==> config.mk <==
export PLATFORM = sky130hd
export DESIGN_NAME = uart_frame_loader
export DESIGN_NICKNAME = d
export VERILOG_FILES = /design/src/rtl/uart_link_pkg.sv /design/src/rtl/frame_timeout_counter.sv /design/src/rtl/uart_frame_loader.sv
export SDC_FILE = /design/constraint.sdc
export NUM_CORES = 1
export LEC_CHECK = 0
export CAP_MARGIN = 15
export CORE_MARGIN = 1
export CORE_UTILIZATION = 46
export DETAILED_ROUTE_END_ITERATION = 10
export PLACE_DENSITY = 0.75
export RECOVER_POWER = 50
export SLEW_MARGIN = 20
export SYNTH_ARGS = -nofsm -noshare
export SYNTH_HDL_FRONTEND = slang
export SYNTH_SLANG_ARGS = --single-unit
==> constraint.sdc <==
create_clock -name clk -period 5.05 [get_ports clk]
set_input_delay 1.2625 -clock clk [delete_from_list [all_inputs] [get_ports clk]]
set_output_delay 1.2625 -clock clk [all_outputs]
set_load 0.02 [all_outputs]
==> src/rtl/uart_link_pkg.sv <==
// Shared types and helpers for the UART link blocks.
package uart_link_pkg;

    localparam int unsigned DEFAULT_WIDTH = 8;
    localparam int unsigned DEFAULT_SIZE  = 16;
    localparam logic [7:0]  DEFAULT_SYNC_BYTE = 8'hA5;

    typedef enum logic [1:0] {
        IDLE,
        LOAD,
        CHECK,
        COMMIT
    } loader_state_t;

    // XOR of every byte in a default-sized flattened frame.
    function automatic logic [DEFAULT_WIDTH-1:0] xor_reduce_bytes(
        input logic [DEFAULT_WIDTH*DEFAULT_SIZE-1:0] data
    );
        logic [DEFAULT_WIDTH-1:0] acc;
        acc = '0;
        for (int i = 0; i < int'(DEFAULT_SIZE); i++) begin
            acc ^= data[DEFAULT_WIDTH*i +: DEFAULT_WIDTH];
        end
        return acc;
    endfunction

endpackage

==> src/rtl/frame_timeout_counter.sv <==
// Idle-cycle watchdog: counts enabled cycles without a clear, flags the cycle the count reaches CYCLES.
module frame_timeout_counter #(
    parameter int unsigned CYCLES = 1_000_000
) (
    input  logic clk,
    input  logic rst_n,
    input  logic en_i,
    input  logic clr_i,
    output logic tc_c_o
);

    localparam int unsigned CNT_W = $clog2(CYCLES + 1);

    logic [CNT_W-1:0] cnt_q;

    // High in the cycle whose closing edge would bring the count to CYCLES.
    assign tc_c_o = en_i && !clr_i && (cnt_q == CNT_W'(CYCLES - 1));

    always_ff @(posedge clk) begin
        if (!rst_n) begin
            cnt_q <= '0;
        end else if (clr_i || !en_i || tc_c_o) begin
            cnt_q <= '0;
        end else begin
            cnt_q <= cnt_q + CNT_W'(1);
        end
    end

endmodule

==> src/rtl/uart_frame_loader.sv <==
// Rebuilds a checksum-validated SIZE x WIDTH register frame from a UART byte stream
// and publishes it atomically in the pattern-generator flattened layout.
module uart_frame_loader
    import uart_link_pkg::*;
#(
    parameter int unsigned      WIDTH          = 8,
    parameter int unsigned      SIZE           = 16,
    parameter logic [WIDTH-1:0] SYNC_BYTE      = WIDTH'(DEFAULT_SYNC_BYTE),
    parameter int unsigned      TIMEOUT_CYCLES = 1_000_000
) (
    input  logic                  clk,
    input  logic                  rst_n,
    input  logic [WIDTH-1:0]      rx_data,
    input  logic                  rx_valid,
    output logic                  rx_ready,
    output logic [WIDTH*SIZE-1:0] frame_out,
    output logic                  frame_valid,
    output logic                  err_checksum,
    output logic                  err_timeout,
    output logic                  busy
);

    localparam int unsigned IDX_W  = $clog2(SIZE + 1);
    localparam int unsigned SLOT_W = (SIZE > 1) ? $clog2(SIZE) : 1;

    loader_state_t                state_q;
    logic [SIZE-1:0][WIDTH-1:0]   shadow_q;
    logic [SIZE-1:0][WIDTH-1:0]   frame_q;
    logic [IDX_W-1:0]             idx_q;
    logic [WIDTH-1:0]             acc_q;
    logic                         rx_ready_q;
    logic                         busy_q;
    logic                         frame_valid_q;
    logic                         err_checksum_q;
    logic                         err_timeout_q;

    logic                         accept_c;
    logic                         cnt_en_c;
    logic                         timeout_c;

    assign accept_c = rx_valid && rx_ready_q;
    assign cnt_en_c = (state_q == LOAD) || (state_q == CHECK);

    frame_timeout_counter #(
        .CYCLES (TIMEOUT_CYCLES)
    ) u_timeout (
        .clk    (clk),
        .rst_n  (rst_n),
        .en_i   (cnt_en_c),
        .clr_i  (accept_c),
        .tc_c_o (timeout_c)
    );

    // Frame FSM; an accepted byte always takes priority over an expiring timeout.
    always_ff @(posedge clk) begin
        if (!rst_n) begin
            state_q        <= IDLE;
            shadow_q       <= '0;
            frame_q        <= '0;
            idx_q          <= '0;
            acc_q          <= '0;
            rx_ready_q     <= 1'b1;
            busy_q         <= 1'b0;
            frame_valid_q  <= 1'b0;
            err_checksum_q <= 1'b0;
            err_timeout_q  <= 1'b0;
        end else begin
            frame_valid_q  <= 1'b0;
            err_checksum_q <= 1'b0;
            err_timeout_q  <= 1'b0;
            case (state_q)
                IDLE: begin
                    if (accept_c && (rx_data == SYNC_BYTE)) begin
                        state_q <= LOAD;
                        idx_q   <= '0;
                        acc_q   <= '0;
                        busy_q  <= 1'b1;
                    end
                end
                LOAD: begin
                    if (accept_c) begin
                        shadow_q[idx_q[SLOT_W-1:0]] <= rx_data;
                        acc_q <= acc_q ^ rx_data;
                        idx_q <= idx_q + IDX_W'(1);
                        if (idx_q == IDX_W'(SIZE - 1)) begin
                            state_q <= CHECK;
                        end
                    end else if (timeout_c) begin
                        state_q       <= IDLE;
                        busy_q        <= 1'b0;
                        err_timeout_q <= 1'b1;
                    end
                end
                CHECK: begin
                    if (accept_c) begin
                        if (rx_data == acc_q) begin
                            state_q    <= COMMIT;
                            rx_ready_q <= 1'b0;
                        end else begin
                            state_q        <= IDLE;
                            busy_q         <= 1'b0;
                            err_checksum_q <= 1'b1;
                        end
                    end else if (timeout_c) begin
                        state_q       <= IDLE;
                        busy_q        <= 1'b0;
                        err_timeout_q <= 1'b1;
                    end
                end
                COMMIT: begin
                    frame_q       <= shadow_q;
                    frame_valid_q <= 1'b1;
                    state_q       <= IDLE;
                    busy_q        <= 1'b0;
                    rx_ready_q    <= 1'b1;
                end
                default: begin
                    state_q    <= IDLE;
                    busy_q     <= 1'b0;
                    rx_ready_q <= 1'b1;
                end
            endcase
        end
    end

    assign rx_ready     = rx_ready_q;
    assign frame_out    = frame_q;
    assign frame_valid  = frame_valid_q;
    assign err_checksum = err_checksum_q;
    assign err_timeout  = err_timeout_q;
    assign busy         = busy_q;

endmodule

# Word-level counts from Yosys, hierarchy flattened
# Cells that the tools add are included.
dict set report totals {
  ram_bits 0
  latch_bits 0
  mem_count 0
  output_inout_bits 133
  ff_bits 296
  romBits 0
  in_bits 11
  elab_cells 112
}
dict set report op_classes {
  n_addsub 2
  shift 0
  n_eq_ne 14
  mul 0
  n_bitwise 3
  reduce_logical 22
  muxes 28
  n_lt_le_gt_ge 2
  n_div 0
}
# op n
set op_table {}
lappend op_table {{bitwise mux 128 bit} 1}
lappend op_table {{demux 8 bit (select 4 bit)} 1}
lappend op_table {{two-way mux 8 bit} 3}
lappend op_table {{adder 20 x 1 -> 20 bit, second input constant} 1}
lappend op_table {{== test 20 bit, second input constant} 1}
lappend op_table {{one-hot mux 8 bit (2 select lines)} 1}
lappend op_table {{two-way mux 2 bit} 6}
lappend op_table {{AND reduction 3 bit} 4}
lappend op_table {{two-way mux 1 bit} 10}
lappend op_table {{two-way mux 5 bit} 2}
lappend op_table {{one-hot mux 5 bit (2 select lines)} 1}
lappend op_table {{== test 8 bit} 1}
lappend op_table {{== test 8 bit, second input constant} 1}
lappend op_table {{inequality test 2 bit, second input constant} 4}
lappend op_table {{one-hot mux 2 bit (4 select lines)} 1}
lappend op_table {{bitwise XOR 8 bit} 1}
lappend op_table {{adder 5 x 1 -> 5 bit, second input constant} 1}
lappend op_table {{== test 5 x 4 -> 1 bit, second input constant} 1}
lappend op_table {{logical AND 1 bit} 5}
lappend op_table {{less-than comparator 4 x 5 -> 1 bit, second input constant} 1}
lappend op_table {{== test 2 bit, second input constant} 2}
lappend op_table {{greater-or-equal comparator 4 x 1 -> 1 bit, second input constant} 1}
lappend op_table {{one-hot mux 1 bit (4 select lines)} 1}
lappend op_table {{AND reduction 2 bit} 2}
lappend op_table {{other kinds (12)} 18}

# Longest topological paths before layout
dict set report logic_depth {
  word_depth 7
  ltp_mapped 9
  depth_no_buf 7
}

# Modules after synthesis
# A second synthesis with hierarchy kept.
dict set report unflattened {
  cells_unflattened 1170
  hier_area_um2 11214.5
}
# module instances cells_per_inst area_each_um2 seq_area_each_um2
set modules_own_cells {}
lappend modules_own_cells {uart_frame_loader 1 1063 10282.4 5525.3}
lappend modules_own_cells {frame_timeout_counter 1 107 932.1 400.4}

# Worst setup path after synthesis
# Ideal clock, no wire load.
dict set report synth_timing {
  path_type {input-to-reg}
  start {input port rx_data[6]}
  end {register busy_q (netlist: busy)}
  n_path_buf 0
  setup_ns 0.122
  arrival_time_ns 2.390
  path_stages 5
  path_slack_ns 2.538
  required_ns 4.928
  cell_sequence {xor2_1 > nor4_2 > nand3_2 > and3_1 > a311o_1}
}
dict set report synth_via {
  elab_chain_len 4
  elab_cells_between_ends 6
  cone_classes {eq/ne (4); reduce/logical (2)}
}
# element line_no
set synth_rtl {}
lappend synth_rtl {{start: declaration} uart_frame_loader.sv:13} ;# input logic [WIDTH-1:0] rx_data,
lappend synth_rtl {{== test 8 bit} uart_frame_loader.sv:73} ;# if (accept_c && (rx_data == SYNC_BYTE)) begin
lappend synth_rtl {{logical AND 1 bit} uart_frame_loader.sv:73}
lappend synth_rtl {{inequality test 2 bit (no source line)} --}
lappend synth_rtl {{AND reduction 3 bit (no source line) *} --}
lappend synth_rtl {{end signal: assignment} uart_frame_loader.sv:77} ;# busy_q <= 1'b1;
lappend synth_rtl {{end signal: assignment} uart_frame_loader.sv:90} ;# busy_q <= 1'b0;
lappend synth_rtl {{end signal: assignment} uart_frame_loader.sv:101} ;# busy_q <= 1'b0;
lappend synth_rtl {{end: declaration} uart_frame_loader.sv:32} ;# logic busy_q;
# Every way passes the cells marked *; elsewhere a longest branch is shown, timed or not.
# A chain may end at the register's enable or synchronous reset.

# Final worst setup path
dict set report layout_timing {
  start {input port rst_n}
  end {register u_timeout.cnt_q[7]}
}
dict set report layout_via {
  elab_chain_len 2
}
# element line_no
set layout_rtl {}
lappend layout_rtl {{start: declaration} uart_frame_loader.sv:12} ;# input logic rst_n,
lappend layout_rtl {{NOT 1 bit (no source line)} --}
lappend layout_rtl {{OR reduction 2 bit (no source line)} --}
lappend layout_rtl {{end signal: assignment} frame_timeout_counter.sv:25} ;# cnt_q <= cnt_q + CNT_W'(1);
lappend layout_rtl {{end: declaration} frame_timeout_counter.sv:14} ;# logic [CNT_W-1:0] cnt_q;
# Every way passes these cells.

==> impl_metrics.ini <==
[status]
status = completed

[sta]
worstMarginPinSlew_ns = 1.019
finalSetupTns_ns = 0
setup_violations = 0
hold_violations = 0
finalCriticalPeriod_ns = 3.265
min_period_over_period_pct = 64.66
relSlewSlack_pct = 32.07
skew_ns = 0.007029
finalMaxSlewViolations = 0
max_freq_mhz = 306.2
rsz0062_at_grt = no

[power]
p_clk_share_pct = 47.7
p_comb_share_pct = 1.9
powerDensity_mw_per_mm2 = 336.6
p_leak_nw = 4.705
switching_share_pct = 20.75
power_switching_mw = 0.9617
p_int_mw = 3.672
p_seq_share_pct = 50.4
peakVddDrop_v = 0.0002612

[route]
dr_total_vias = 7863
avgViaCountPerCell = 4.989
drtIter0Drc = 542
wl_mm = 24.29
firstDrtPassIters = 5
wl_per_cell_um = 15.41
detail-route-antenna-nets = 0
drc_errors = 0

[clock_tree]
cts_root_buf = clkbuf_16
cts_resized = 0
cts_tree = done
cts-hold-fix-buffers = 0
clk_path_buf_depth = 3
post_cts.repair.setup_buffers = 0
htreeDepth = 1
clkTransAtPathRegs_ns = 0.06
clock-sinks = 296
clock_latency_ns = 0.55
numCtsBuffers = 29

[place]
place_congestion = 0.7875
port_buffers = 143
hpwl_mm = 14.90

[global_routing]
use_met1_pct = 27.69
gr-max-usage-layer = met2
grt_pass1_wl_mm = 38.83
grt.total_usage_pct = 19.62
use_met2_pct = 31.58
grt_pass1_vias = 7296
grt_overflow_total = 0
met3_usage_pct = 2.588
antenna_found_initial = 0
grt_max_degree = 160

[synth]
synth_nets = 1143
ys.flop_type = dfxtp_1
yosys_warnings = 0
synth_commonest_cells = 317 x nor2_1, 296 x dfxtp_1, 225 x mux2i_1
synth_top_cell_area_share_pct = 53.28
postSynthAreaPerCell_um2 = 9.921
netlist_instances = 1121
synth_cell_types = 44
synth_top_cell_by_area = dfxtp_1
synthArstFlopShare_pct = 0
synth_area_mm2 = 0.01112
synth_seq_area_share_pct = 53.28
netlist_top_cells_area = dfxtp_1 53%, mux2i_1 20%, nor2_1 11%
synth-edff-count = 0
synth_most_common_cell = nor2_1
synth-seq-cells = 296

[floorplanning]
die_y_um = 157.5
coreArea_mm2 = 0.02361
start_util_pct = 47.10
ios = 144
fp.dieArea_mm2 = 0.02480
chipWidth_um = 157.5
rows = 56

[worst_setup_path]
startpoint = rst_n
reg2reg_slack_ns = 2.36
critPathBufInv = 2
path_depth = 4
regToRegEndpoint = shadow_q[20]$_SDFFE_PN0P_
crit_family = buffers and inverters
critPathLaunchType = input pin
max_stage_delay_ns = 0.90
critPathMaxFanout = 20
arrival_ns = 3.73
worstPathRequired_ns = 5.51
worst_setup_path_end_kind = register
cp_slowest_cell = nand4_1
critPathKind = in2reg
reg2reg_depth = 6
endpoint = u_timeout.cnt_q[7]$_SDFF_PP0_
timing.rr.start = state_q[1]$_SDFFE_PN0P_
path_cells = dlygate4sd3_1 -> clkbuf_1 -> nand4_1 -> nor2_1

[final_layout]
fin_util_pct = 58.31
regArea_mm2 = 0.005926
area_growth_pct = 23.79
multiInputGateArea_mm2 = 0.004886
antennaDiodeCount = 0
nets = 1259
layout-drive-gt1-share_pct = 6.126
num-fill-cells = 2032

[run]
drv_cap = 0

[min_path]
min_path_cells = 1
hp-class = reg2reg
layer usage:
layer / vias to the layer above / share of wire, %
li1: 3958 / -
met1: 3714 / 49
met2: 164 / 45
met3: 27 / 4.3
met4: 0 / 1.5
met5: - / 0
cells by family after synthesis:
| family | after synthesis | synth area share [%] |
|---|---|---|
| mux | 226 | 20.35 |
| compound gates | 65 | 3.578 |
| buf+inv | 82 | 2.902 |
| flops | 296 | 53.28 |
| simple gates | 413 | 16.45 |
| xor+xnor | 28 | 2.205 |
| fa+ha+maj | 11 | 1.237 |
how the worst min path moves through the flow:
stage	slack, ns	startpoint	endpoint
2_1_floorplan	0.43	u_timeout.cnt_q[0]$_SDFF_PP0_	u_timeout.cnt_q[0]$_SDFF_PP0_
3_3_place_gp	0.44	u_timeout.cnt_q[0]$_SDFF_PP0_	u_timeout.cnt_q[0]$_SDFF_PP0_
3_5_place_dp	0.45	u_timeout.cnt_q[0]$_SDFF_PP0_	u_timeout.cnt_q[0]$_SDFF_PP0_
4_1_cts	0.47	idx_q[4]$_SDFFE_PN0P_	idx_q[4]$_SDFFE_PN0P_
5_1_grt	0.49	u_timeout.cnt_q[0]$_SDFF_PP0_	u_timeout.cnt_q[0]$_SDFF_PP0_
6_report	0.46	u_timeout.cnt_q[0]$_SDFF_PP0_	u_timeout.cnt_q[0]$_SDFF_PP0_
power groups by stage:
stage / Clock (mW) / Sequential (mW) / Combinational [mW]
3_5_place_dp: 0 / 2.39 / 0.0898
6_report: 2.21 / 2.33 / 0.0891
2_1_floorplan: 0 / 2.39 / 0.0516
4_1_cts: 2.25 / 2.33 / 0.0900
5_1_grt: 2.35 / 2.33 / 0.0958
3_3_place_gp: 0 / 2.39 / 0.0890
metrics by stage:
stage	area [um2]	power, mW	hold slack (ns)	setup WS [ns]	cells
6_report	13770	4.634	0.4643	1.785	1576
5_1_grt	13770	4.781	0.4871	1.521	1576
4_1_cts	13770	4.676	0.4713	1.899	1576
3_5_place_dp	12790	2.477	0.4517	1.296	1525
3_3_place_gp	12790	2.476	0.4422	1.380	1525
2_1_floorplan	11120	2.439	0.4297	2.538	1121
state kept, by name (all words and copies together), names as in the netlist:
register         cells
idx_q                5
frame_out          128
busy                 1
rx_ready             1
state_q              2
err_checksum         1
err_timeout          1
u_timeout.cnt_q     20
frame_valid          1
shadow_q           128
acc_q                8
cell type report:
cell class / count / share of cell area (%)
Sequential cell: 296 / 43.04
Multi-Input combinational cell: 743 / 35.49
Timing Repair Buffer: 150 / 10.93
Clock buffer: 39 / 5.834
Tap cell: 319 / 2.899
Clock inverter: 12 / 1.290
Inverter: 17 / 0.5180
placed cells by master, fill, tap and decap left out, types with 9 or more instances in the layout:
| master | count |
|---|---|
| xor2_1 | 20 |
| o32ai_1 | 9 |
| nor2_1 | 317 |
| dlygate4sd3_1 | 21 |
| nand3_1 | 17 |
| inv_1 | 16 |
| mux2i_1 | 225 |
| and3_1 | 9 |
| a21oi_1 | 44 |
| ha_1 | 10 |
| clkbuf_16 | 29 |
| nor2_4 | 12 |
| clkdlybuf4s50_1 | 122 |
| nand2_1 | 26 |
| dfxtp_1 | 296 |
Power figures use the tool's default switching activity.
